**config.mk**
```make
export PLATFORM = sky130hd
export DESIGN_NAME = ddr4_fine_train
export DESIGN_NICKNAME = d
export VERILOG_FILES = /design/src/rtl/ddr4_phy_pkg.sv /design/src/rtl/ddr4_lane_window.sv /design/src/rtl/ddr4_fine_train.sv
export SDC_FILE = /design/constraint.sdc
export NUM_CORES = 2
export LEC_CHECK = 0
export CELL_PAD_IN_SITES_DETAIL_PLACEMENT = 0
export CELL_PAD_IN_SITES_GLOBAL_PLACEMENT = 1
export CORE_MARGIN = 8
export CORE_UTILIZATION = 46
export DETAILED_ROUTE_END_ITERATION = 10
export GPL_ROUTABILITY_DRIVEN = 1
export HOLD_SLACK_MARGIN = 0.08
export PLACE_DENSITY_LB_ADDON = 0.1
export SETUP_SLACK_MARGIN = 0.05
export SLEW_MARGIN = 20
export SYNTH_ARGS = -nofsm -noshare
export SYNTH_HDL_FRONTEND = slang
export SYNTH_SLANG_ARGS = --single-unit
```
**constraint.sdc**
```tcl
create_clock -name clk -period 3.8 [get_ports clk]
set_clock_uncertainty 0.15 [all_clocks]
set_input_delay 0.76 -clock clk [delete_from_list [all_inputs] [get_ports clk]]
set_output_delay 0.76 -clock clk [all_outputs]
set_load 0.05 [all_outputs]
```
**src/rtl/ddr4_phy_pkg.sv**
```systemverilog
// Shared DDR4 PHY training types and width helpers (used by ddr4_fsm and ddr4_fine_train).
package ddr4_phy_pkg;

    localparam int LANES_DEF        = 16;
    localparam int DELAY_TAPS_DEF   = 64;
    localparam int COARSE_STEPS_DEF = 8;

    typedef enum logic [2:0] {
        IDLE, SET_TAP, SETTLE, SAMPLE, EVAL, FINISH
    } fine_state_t;

    function automatic int tap_w(input int taps);
        return (taps > 1) ? $clog2(taps) : 1;
    endfunction

    function automatic int wid_w(input int taps);
        return $clog2(taps + 1);
    endfunction

    function automatic int sel_w(input int steps);
        return (steps > 1) ? $clog2(steps) : 1;
    endfunction

    localparam int TAP_W = tap_w(DELAY_TAPS_DEF);
    localparam int WID_W = wid_w(DELAY_TAPS_DEF);
    localparam int SEL_W = sel_w(COARSE_STEPS_DEF);

endpackage

```
**src/rtl/ddr4_lane_window.sv**
```systemverilog
// One lane of the fine eye search: ok counter, open-run tracker and best-run tracker.
// DDR4_FINE_MAJORITY_EN relaxes the per-tap pass rule to a majority of samples.
module ddr4_lane_window #(
    parameter int TAP_W     = 6,
    parameter int WID_W     = 7,
    parameter int SAMPLES   = 4,
    parameter int MIN_WIDTH = 6
) (
    input  logic             clk,
    input  logic             rst_n,
    input  logic             clear_i,
    input  logic             sample_i,
    input  logic             eval_i,
    input  logic             last_i,
    input  logic             finish_i,
    input  logic [TAP_W-1:0] tap_i,
    input  logic             read_ok_i,
    output logic             valid_d_o,
    output logic             lane_valid_o,
    output logic [TAP_W-1:0] best_start_o,
    output logic [TAP_W-1:0] best_end_o,
    output logic [WID_W-1:0] best_width_o
);

    localparam int OK_W = $clog2(SAMPLES + 1);
`ifdef DDR4_FINE_MAJORITY_EN
    localparam int PASS_MIN = SAMPLES / 2 + 1;
`else
    localparam int PASS_MIN = SAMPLES;
`endif
    localparam logic [OK_W-1:0]  PASS_TH = OK_W'(PASS_MIN);
    localparam logic [WID_W-1:0] MIN_W   = WID_W'(MIN_WIDTH);

    logic [OK_W-1:0]  ok_q;
    logic [TAP_W-1:0] run_start_q, run_start_d, best_start_q;
    logic [WID_W-1:0] run_len_q, run_len_d, best_len_q;
    logic             pass, close;

    assign pass      = (ok_q >= PASS_TH);
    assign close     = !pass || last_i;
    assign valid_d_o = (best_len_q >= MIN_W);

    always_comb begin
        run_start_d = run_start_q;
        run_len_d   = run_len_q;
        if (pass) begin
            if (run_len_q == '0) run_start_d = tap_i;
            run_len_d = run_len_q + 1'b1;
        end
    end

    always_ff @(posedge clk or negedge rst_n) begin
        if (!rst_n) begin
            ok_q         <= '0;
            run_start_q  <= '0;
            run_len_q    <= '0;
            best_start_q <= '0;
            best_len_q   <= '0;
            lane_valid_o <= 1'b0;
            best_start_o <= '0;
            best_end_o   <= '0;
            best_width_o <= '0;
        end else if (clear_i) begin
            ok_q         <= '0;
            run_start_q  <= '0;
            run_len_q    <= '0;
            best_start_q <= '0;
            best_len_q   <= '0;
            lane_valid_o <= 1'b0;
            best_start_o <= '0;
            best_end_o   <= '0;
            best_width_o <= '0;
        end else begin
            if (sample_i && read_ok_i) ok_q <= ok_q + 1'b1;
            if (eval_i) begin
                ok_q <= '0;
                if (close) begin
                    // strict compare: an equal later run never displaces the earlier one
                    run_len_q <= '0;
                    if (run_len_d > best_len_q) begin
                        best_start_q <= run_start_d;
                        best_len_q   <= run_len_d;
                    end
                end else begin
                    run_start_q <= run_start_d;
                    run_len_q   <= run_len_d;
                end
            end
            if (finish_i) begin
                lane_valid_o <= valid_d_o;
                best_width_o <= best_len_q;
                best_start_o <= (best_len_q != '0) ? best_start_q : '0;
                best_end_o   <= (best_len_q != '0) ?
                                best_start_q + best_len_q[TAP_W-1:0] - 1'b1 : '0;
            end
        end
    end

endmodule

```
**src/rtl/ddr4_fine_train.sv**
```systemverilog
// Fine read-eye sweep: steps the delay tap across a coarse region and reports the best
// passing window per lane. Optional build macro: DDR4_FINE_MAJORITY_EN (in ddr4_lane_window).
module ddr4_fine_train
    import ddr4_phy_pkg::*;
#(
    parameter int LANES         = LANES_DEF,
    parameter int DELAY_TAPS    = DELAY_TAPS_DEF,
    parameter int COARSE_STEPS  = COARSE_STEPS_DEF,
    parameter int SWEEP_SPAN    = 32,
    parameter int SETTLE_CYCLES = 2,
    parameter int SAMPLES       = 4,
    parameter int MIN_WIDTH     = 6,
    localparam int TAP_W = tap_w(DELAY_TAPS),
    localparam int WID_W = wid_w(DELAY_TAPS),
    localparam int SEL_W = sel_w(COARSE_STEPS)
) (
    input  logic             clk,
    input  logic             rst_n,
    input  logic             fine_start,
    input  logic [SEL_W-1:0] coarse_sel,
    input  logic [LANES-1:0] read_ok,
    output logic [TAP_W-1:0] fine_tap,
    output logic             busy,
    output logic             fine_done,
    output logic             fine_failed,
    output logic [LANES-1:0] lane_valid,
    output logic [TAP_W-1:0] best_start [LANES],
    output logic [TAP_W-1:0] best_end   [LANES],
    output logic [WID_W-1:0] best_width [LANES]
);

    localparam int STEP    = DELAY_TAPS / COARSE_STEPS;
    localparam int CNT_MAX = (SETTLE_CYCLES > SAMPLES) ? SETTLE_CYCLES : SAMPLES;
    localparam int CNT_W   = $clog2(CNT_MAX + 1);
    localparam int HI_W    = WID_W + 1;
    localparam logic [HI_W-1:0]  SPAN_M1     = HI_W'(SWEEP_SPAN - 1);
    localparam logic [HI_W-1:0]  TOP_TAP     = HI_W'(DELAY_TAPS - 1);
    localparam logic [CNT_W-1:0] SETTLE_LAST = CNT_W'(SETTLE_CYCLES - 1);
    localparam logic [CNT_W-1:0] SAMPLE_LAST = CNT_W'(SAMPLES - 1);

    fine_state_t      state_q;
    logic [TAP_W-1:0] tap_q, fine_tap_q;
    logic [HI_W-1:0]  hi_q;
    logic [CNT_W-1:0] cnt_q;
    logic             busy_q, done_q, failed_q;

    logic [HI_W-1:0]  lo_w, hi_w, end_w;
    logic             accept, at_hi;
    logic [LANES-1:0] lane_ok_d;

    // extra bit so lo+SPAN-1 in the top region cannot wrap before clamping
    assign lo_w   = HI_W'(coarse_sel) * HI_W'(STEP);
    assign end_w  = lo_w + SPAN_M1;
    assign hi_w   = (end_w > TOP_TAP) ? TOP_TAP : end_w;
    assign accept = (state_q == IDLE) && fine_start;
    assign at_hi  = (HI_W'(tap_q) == hi_q);

    assign fine_tap    = fine_tap_q;
    assign busy        = busy_q;
    assign fine_done   = done_q;
    assign fine_failed = failed_q;

    always_ff @(posedge clk or negedge rst_n) begin
        if (!rst_n) begin
            state_q    <= IDLE;
            tap_q      <= '0;
            hi_q       <= '0;
            cnt_q      <= '0;
            fine_tap_q <= '0;
            busy_q     <= 1'b0;
            done_q     <= 1'b0;
            failed_q   <= 1'b0;
        end else begin
            done_q   <= 1'b0;
            failed_q <= 1'b0;
            case (state_q)
                IDLE: if (fine_start) begin
                    tap_q   <= lo_w[TAP_W-1:0];
                    hi_q    <= hi_w;
                    busy_q  <= 1'b1;
                    state_q <= SET_TAP;
                end
                SET_TAP: begin
                    fine_tap_q <= tap_q;
                    cnt_q      <= '0;
                    state_q    <= SETTLE;
                end
                SETTLE: if (cnt_q == SETTLE_LAST) begin
                    cnt_q   <= '0;
                    state_q <= SAMPLE;
                end else begin
                    cnt_q <= cnt_q + 1'b1;
                end
                SAMPLE: if (cnt_q == SAMPLE_LAST) state_q <= EVAL;
                        else cnt_q <= cnt_q + 1'b1;
                EVAL: if (at_hi) begin
                    state_q <= FINISH;
                end else begin
                    tap_q   <= tap_q + 1'b1;
                    state_q <= SET_TAP;
                end
                FINISH: begin
                    done_q   <= &lane_ok_d;
                    failed_q <= ~&lane_ok_d;
                    busy_q   <= 1'b0;
                    state_q  <= IDLE;
                end
                default: state_q <= IDLE;
            endcase
        end
    end

    for (genvar g = 0; g < LANES; g++) begin : g_lane
        ddr4_lane_window #(
            .TAP_W    (TAP_W),
            .WID_W    (WID_W),
            .SAMPLES  (SAMPLES),
            .MIN_WIDTH(MIN_WIDTH)
        ) u_lane (
            .clk         (clk),
            .rst_n       (rst_n),
            .clear_i     (accept),
            .sample_i    (state_q == SAMPLE),
            .eval_i      (state_q == EVAL),
            .last_i      (at_hi),
            .finish_i    (state_q == FINISH),
            .tap_i       (tap_q),
            .read_ok_i   (read_ok[g]),
            .valid_d_o   (lane_ok_d[g]),
            .lane_valid_o(lane_valid[g]),
            .best_start_o(best_start[g]),
            .best_end_o  (best_end[g]),
            .best_width_o(best_width[g])
        );
    end

endmodule

```
==> results.py <==
metrics = {
    "power_and_ir_drop": {
        "clock_power_share": 0.198,
        "power.density_nw_per_um2": 910,
        "p_seq_frac": 0.295,
        "pwr-share-comb": 0.507,
        "ir_drop_uv": 664,
        "p_sw_mw": 20.6,
        "power_switching_share": 0.447,
        "leakage_nw": 23.5,
        "intPower_mw": 25.5,
    },
    "clocking": {
        "cts_tree": "built",
        "clock_latency_ns": 0.65,
        "htreeDepth": 3,
        "postCtsSetupRepairBufs": 0,
        "max-clock-path-buffers": 3,
        "cts.sinks": 810,
        "numCtsBuffers": 91,
        "root_buffer": "clkbuf_16",
        "clk_pin_slew_ns": 0.06,
        "cts_resized": 0,
    },
    "route": {
        "avgRoutedWirePerCell_um": 19.9,
        "antenna_left": 0,
        "drc": 0,
        "wl_mm": 118,
        "drt_iter0_drc": 2054,
        "viasPerCell": 5.43,
        "dr_total_vias": 32100,
        "drt_pass1_iterations": 5,
    },
    "timing": {
        "slew_viol_final": 0,
        "setup_ws_ns": 0.537,
        "tns_ns": 0,
        "rsz0062_at_grt": "no",
        "maxSlewHeadroom": 0.282,
        "setup_viol": 0,
        "holdWs_ns": 0.323,
        "final-hold-violation-count": 0,
        "worst_pin_slew_ns": 1.07,
        "layout_min_cycle_time_ns": 3.26,
        "fin_crit_sh": 0.859,
        "fmax_mhz": 307,
    },
    "status": {
        "status": "finished, final reports clean",
    },
    "worst_setup_path": {
        "crit_chain": "ha_1 > nand4_1 > nor2_1 > xor2_1 > ha_1 > and4_1 > a21boi_0 > o311ai_1 > buf_4 > a21oi_4 > mux2i_1 > nor2_1",
        "path_class": "reg2reg",
        "crit_fanout": 18,
        "worst_ep_required_time_ns": 4.17,
        "worst-path-buf-inv": 1,
        "cp_slowest_stage_delay_ns": 0.47,
        "slowest_stage": "a21oi_4",
        "start_kind": "flop",
        "cp-end-kind": "flop",
        "path_delay_family": "compound AO/OA/AOI/OAI gates",
        "cp.arrival_ns": 3.63,
    },
    "logic_synthesis": {
        "synth_edf_count": 0,
        "postSynthAreaPerCell_um2": 9.76,
        "synthTopCellsByArea": "dfrtp_1, ha_1, o21ai_0, nand2_1, inv_1",
        "synthCells": 4353,
        "ys_warn_count": 0,
        "synth-seq-cells": 810,
        "yosys.area.top_type": "dfrtp_1",
        "synth_seq_area_share": 0.477,
        "synth_area_um2": 42500,
        "syn_nets": 4716,
        "ys_types": 63,
        "synthArstFlopShare": 1.00,
        "ys.flop_type": "dfrtp_1",
        "yosys.area.top_type_share": 0.477,
    },
    "global_routing": {
        "grt_pass1_wl_mm": 188,
        "grt_antenna_before_repair": 15,
        "grt_max_degree": 164,
        "grt_pass1_vias": 32100,
        "track_usage": 0.227,
        "grt_overflow": 0,
    },
    "floorplan": {
        "core_area_um2": 91700,
        "die_area_um2": 102000,
        "ios": 351,
        "die_w_um": 320,
        "die_h_um": 320,
        "start_util": 0.464,
        "fp-row-count": 111,
    },
    "final_layout": {
        "drive_above_1_share": 0.0655,
        "area_growth_pct": 19.1,
        "mostFrequentLayoutCell": "dfrtp_1",
        "fin_nets": 5006,
        "final_cell_mix": "dfrtp_1, nand2_1, inv_1, o21ai_0, clkdlybuf4s50_1",
        "fin_cells": 5908,
    },
    "place": {
        "dp_cells": 5735,
        "port_buffers": 350,
        "dp_hpwl_mm": 82.1,
        "gp_congestion": 0.831,
        "dp_slack_ns": 0.482,
    },
    "hold_path": {
        "hold_class": "reg2reg",
    },
    "job": {
        "cap_viol_max_count": 0,
    },
}
## repair_timing
item | 4_1_cts | 5_1_grt
hold buffers | 1 | 0
setup endpoints to repair | 0 | 0
endpoints found under the hold margin | 45 | 0
## logic make-up (layout without fill, tap and decap cells)
group	after synthesis	count (layout)	share of synthesized area
other	0	7	0
AND/OR/NAND/NOR	1148	1148	0.123
XOR/XNOR	213	213	0.0439
flip-flops	810	810	0.477
multiplexers	137	137	0.0324
adder cells (fa/ha/maj)	341	341	0.103
AO/OA/AOI/OAI	1023	1023	0.156
buffers and inverters	681	1043	0.0645
## cells in the mapped netlist (all sizes together) (7+ instances only)
cell type	count
nor2	262
a32o	13
o21a	17
a211oi	129
a21oi	176
fa	16
nor3	11
nor2b	14
buf	85
a21o	42
or4b	11
a2bb2oi	9
xnor2	150
o21ai	405
mux2i	131
o22ai	10
a31oi	13
a221oi	7
o211ai	12
inv	425
a22o	72
nand4	76
or4	18
o31ai	73
nor3b	7
o21bai	10
nand3b	7
nand2	452
a22oi	9
nor4	22
nand3	240
clkbuf	171
xor2	63
a41oi	10
dfrtp	810
ha	325
and3	13
## final timing paths
kind                                              startpoint                           endpoint  slack (ns)  depth (start not counted)
max                            g_lane[9].u_lane.run_len_q[0]     g_lane[9].u_lane.best_len_q[4]        0.54                         12
min                        g_lane[13].u_lane.best_start_o[3]  g_lane[13].u_lane.best_start_o[3]        0.32                          2
max reg2reg                    g_lane[9].u_lane.run_len_q[0]     g_lane[9].u_lane.best_len_q[4]        0.54                         12
min reg2reg                g_lane[13].u_lane.best_start_o[3]  g_lane[13].u_lane.best_start_o[3]        0.32                          2
max in group asynchronous                              rst_n  g_lane[10].u_lane.best_start_o[3]        1.94                          3
min in group asynchronous                              rst_n   g_lane[2].u_lane.best_start_o[1]        0.56                          2
## power groups by stage
stage / Sequential, mW / Combinational, mW / Clock (mW)
5_1_grt: 14.0 / 25.7 / 9.68
6_report: 13.6 / 23.3 / 9.11
2_1_floorplan: 17.2 / 12.6 / 0
4_1_cts: 13.6 / 23.6 / 9.36
3_5_place_dp: 13.7 / 23.5 / 0
3_3_place_gp: 13.7 / 23.3 / 0
## metal layers
layer,GRT usage,part of all wire,vias up
met5,0,0.00083,-
met4,0.0531,0.019,14
met3,0.0433,0.048,165
met2,0.365,0.46,553
met1,0.317,0.47,15700
li1,-,-,15600
## worst min-delay path, delay by kind of cell, from the launching register on
family	cells	cell delay, ns
and+or+nand+nor	1	0.04
DFF	1	0.34
AOI/OAI and AO/OA	1	0.05
## sequential cells by signal, summed over array words and instances, names as in the netlist
name	flops
g_lane.u_lane.best_end_o	96
cnt_q	3
g_lane.u_lane.run_len_q	112
tap_q	6
g_lane.u_lane.best_width_o	112
state_q	3
busy	1
g_lane.u_lane.best_start_q	96
hi_q	5
g_lane.u_lane.best_len_q	112
g_lane.u_lane.lane_valid_o	16
fine_failed	1
fine_done	1
g_lane.u_lane.ok_q	48
g_lane.u_lane.run_start_q	96
fine_tap	6
g_lane.u_lane.best_start_o	96
## through the flow
step                      power (mW)   util  instance area [um^2]
after floorplan                 29.8      -                 42500
after global placement          37.0  0.518                 47500
after detailed placement        37.2  0.518                 47500
after CTS                       46.6  0.552                 50600
after global routing            49.4  0.552                 50600
final                           46.1  0.552                 50600
## area by class of cell
class | count | area, um^2
Antenna cell | 7 | 17.5
Clock inverter | 25 | 285
Timing Repair Buffer | 453 | 4550
Clock buffer | 140 | 2820
Tap cell | 1186 | 1480
Multi-Input combinational cell | 2862 | 19600
Sequential cell | 810 | 20300
Inverter | 425 | 1600
Fill cell | 8292 | 41100
Power figures use the tool's default switching activity.
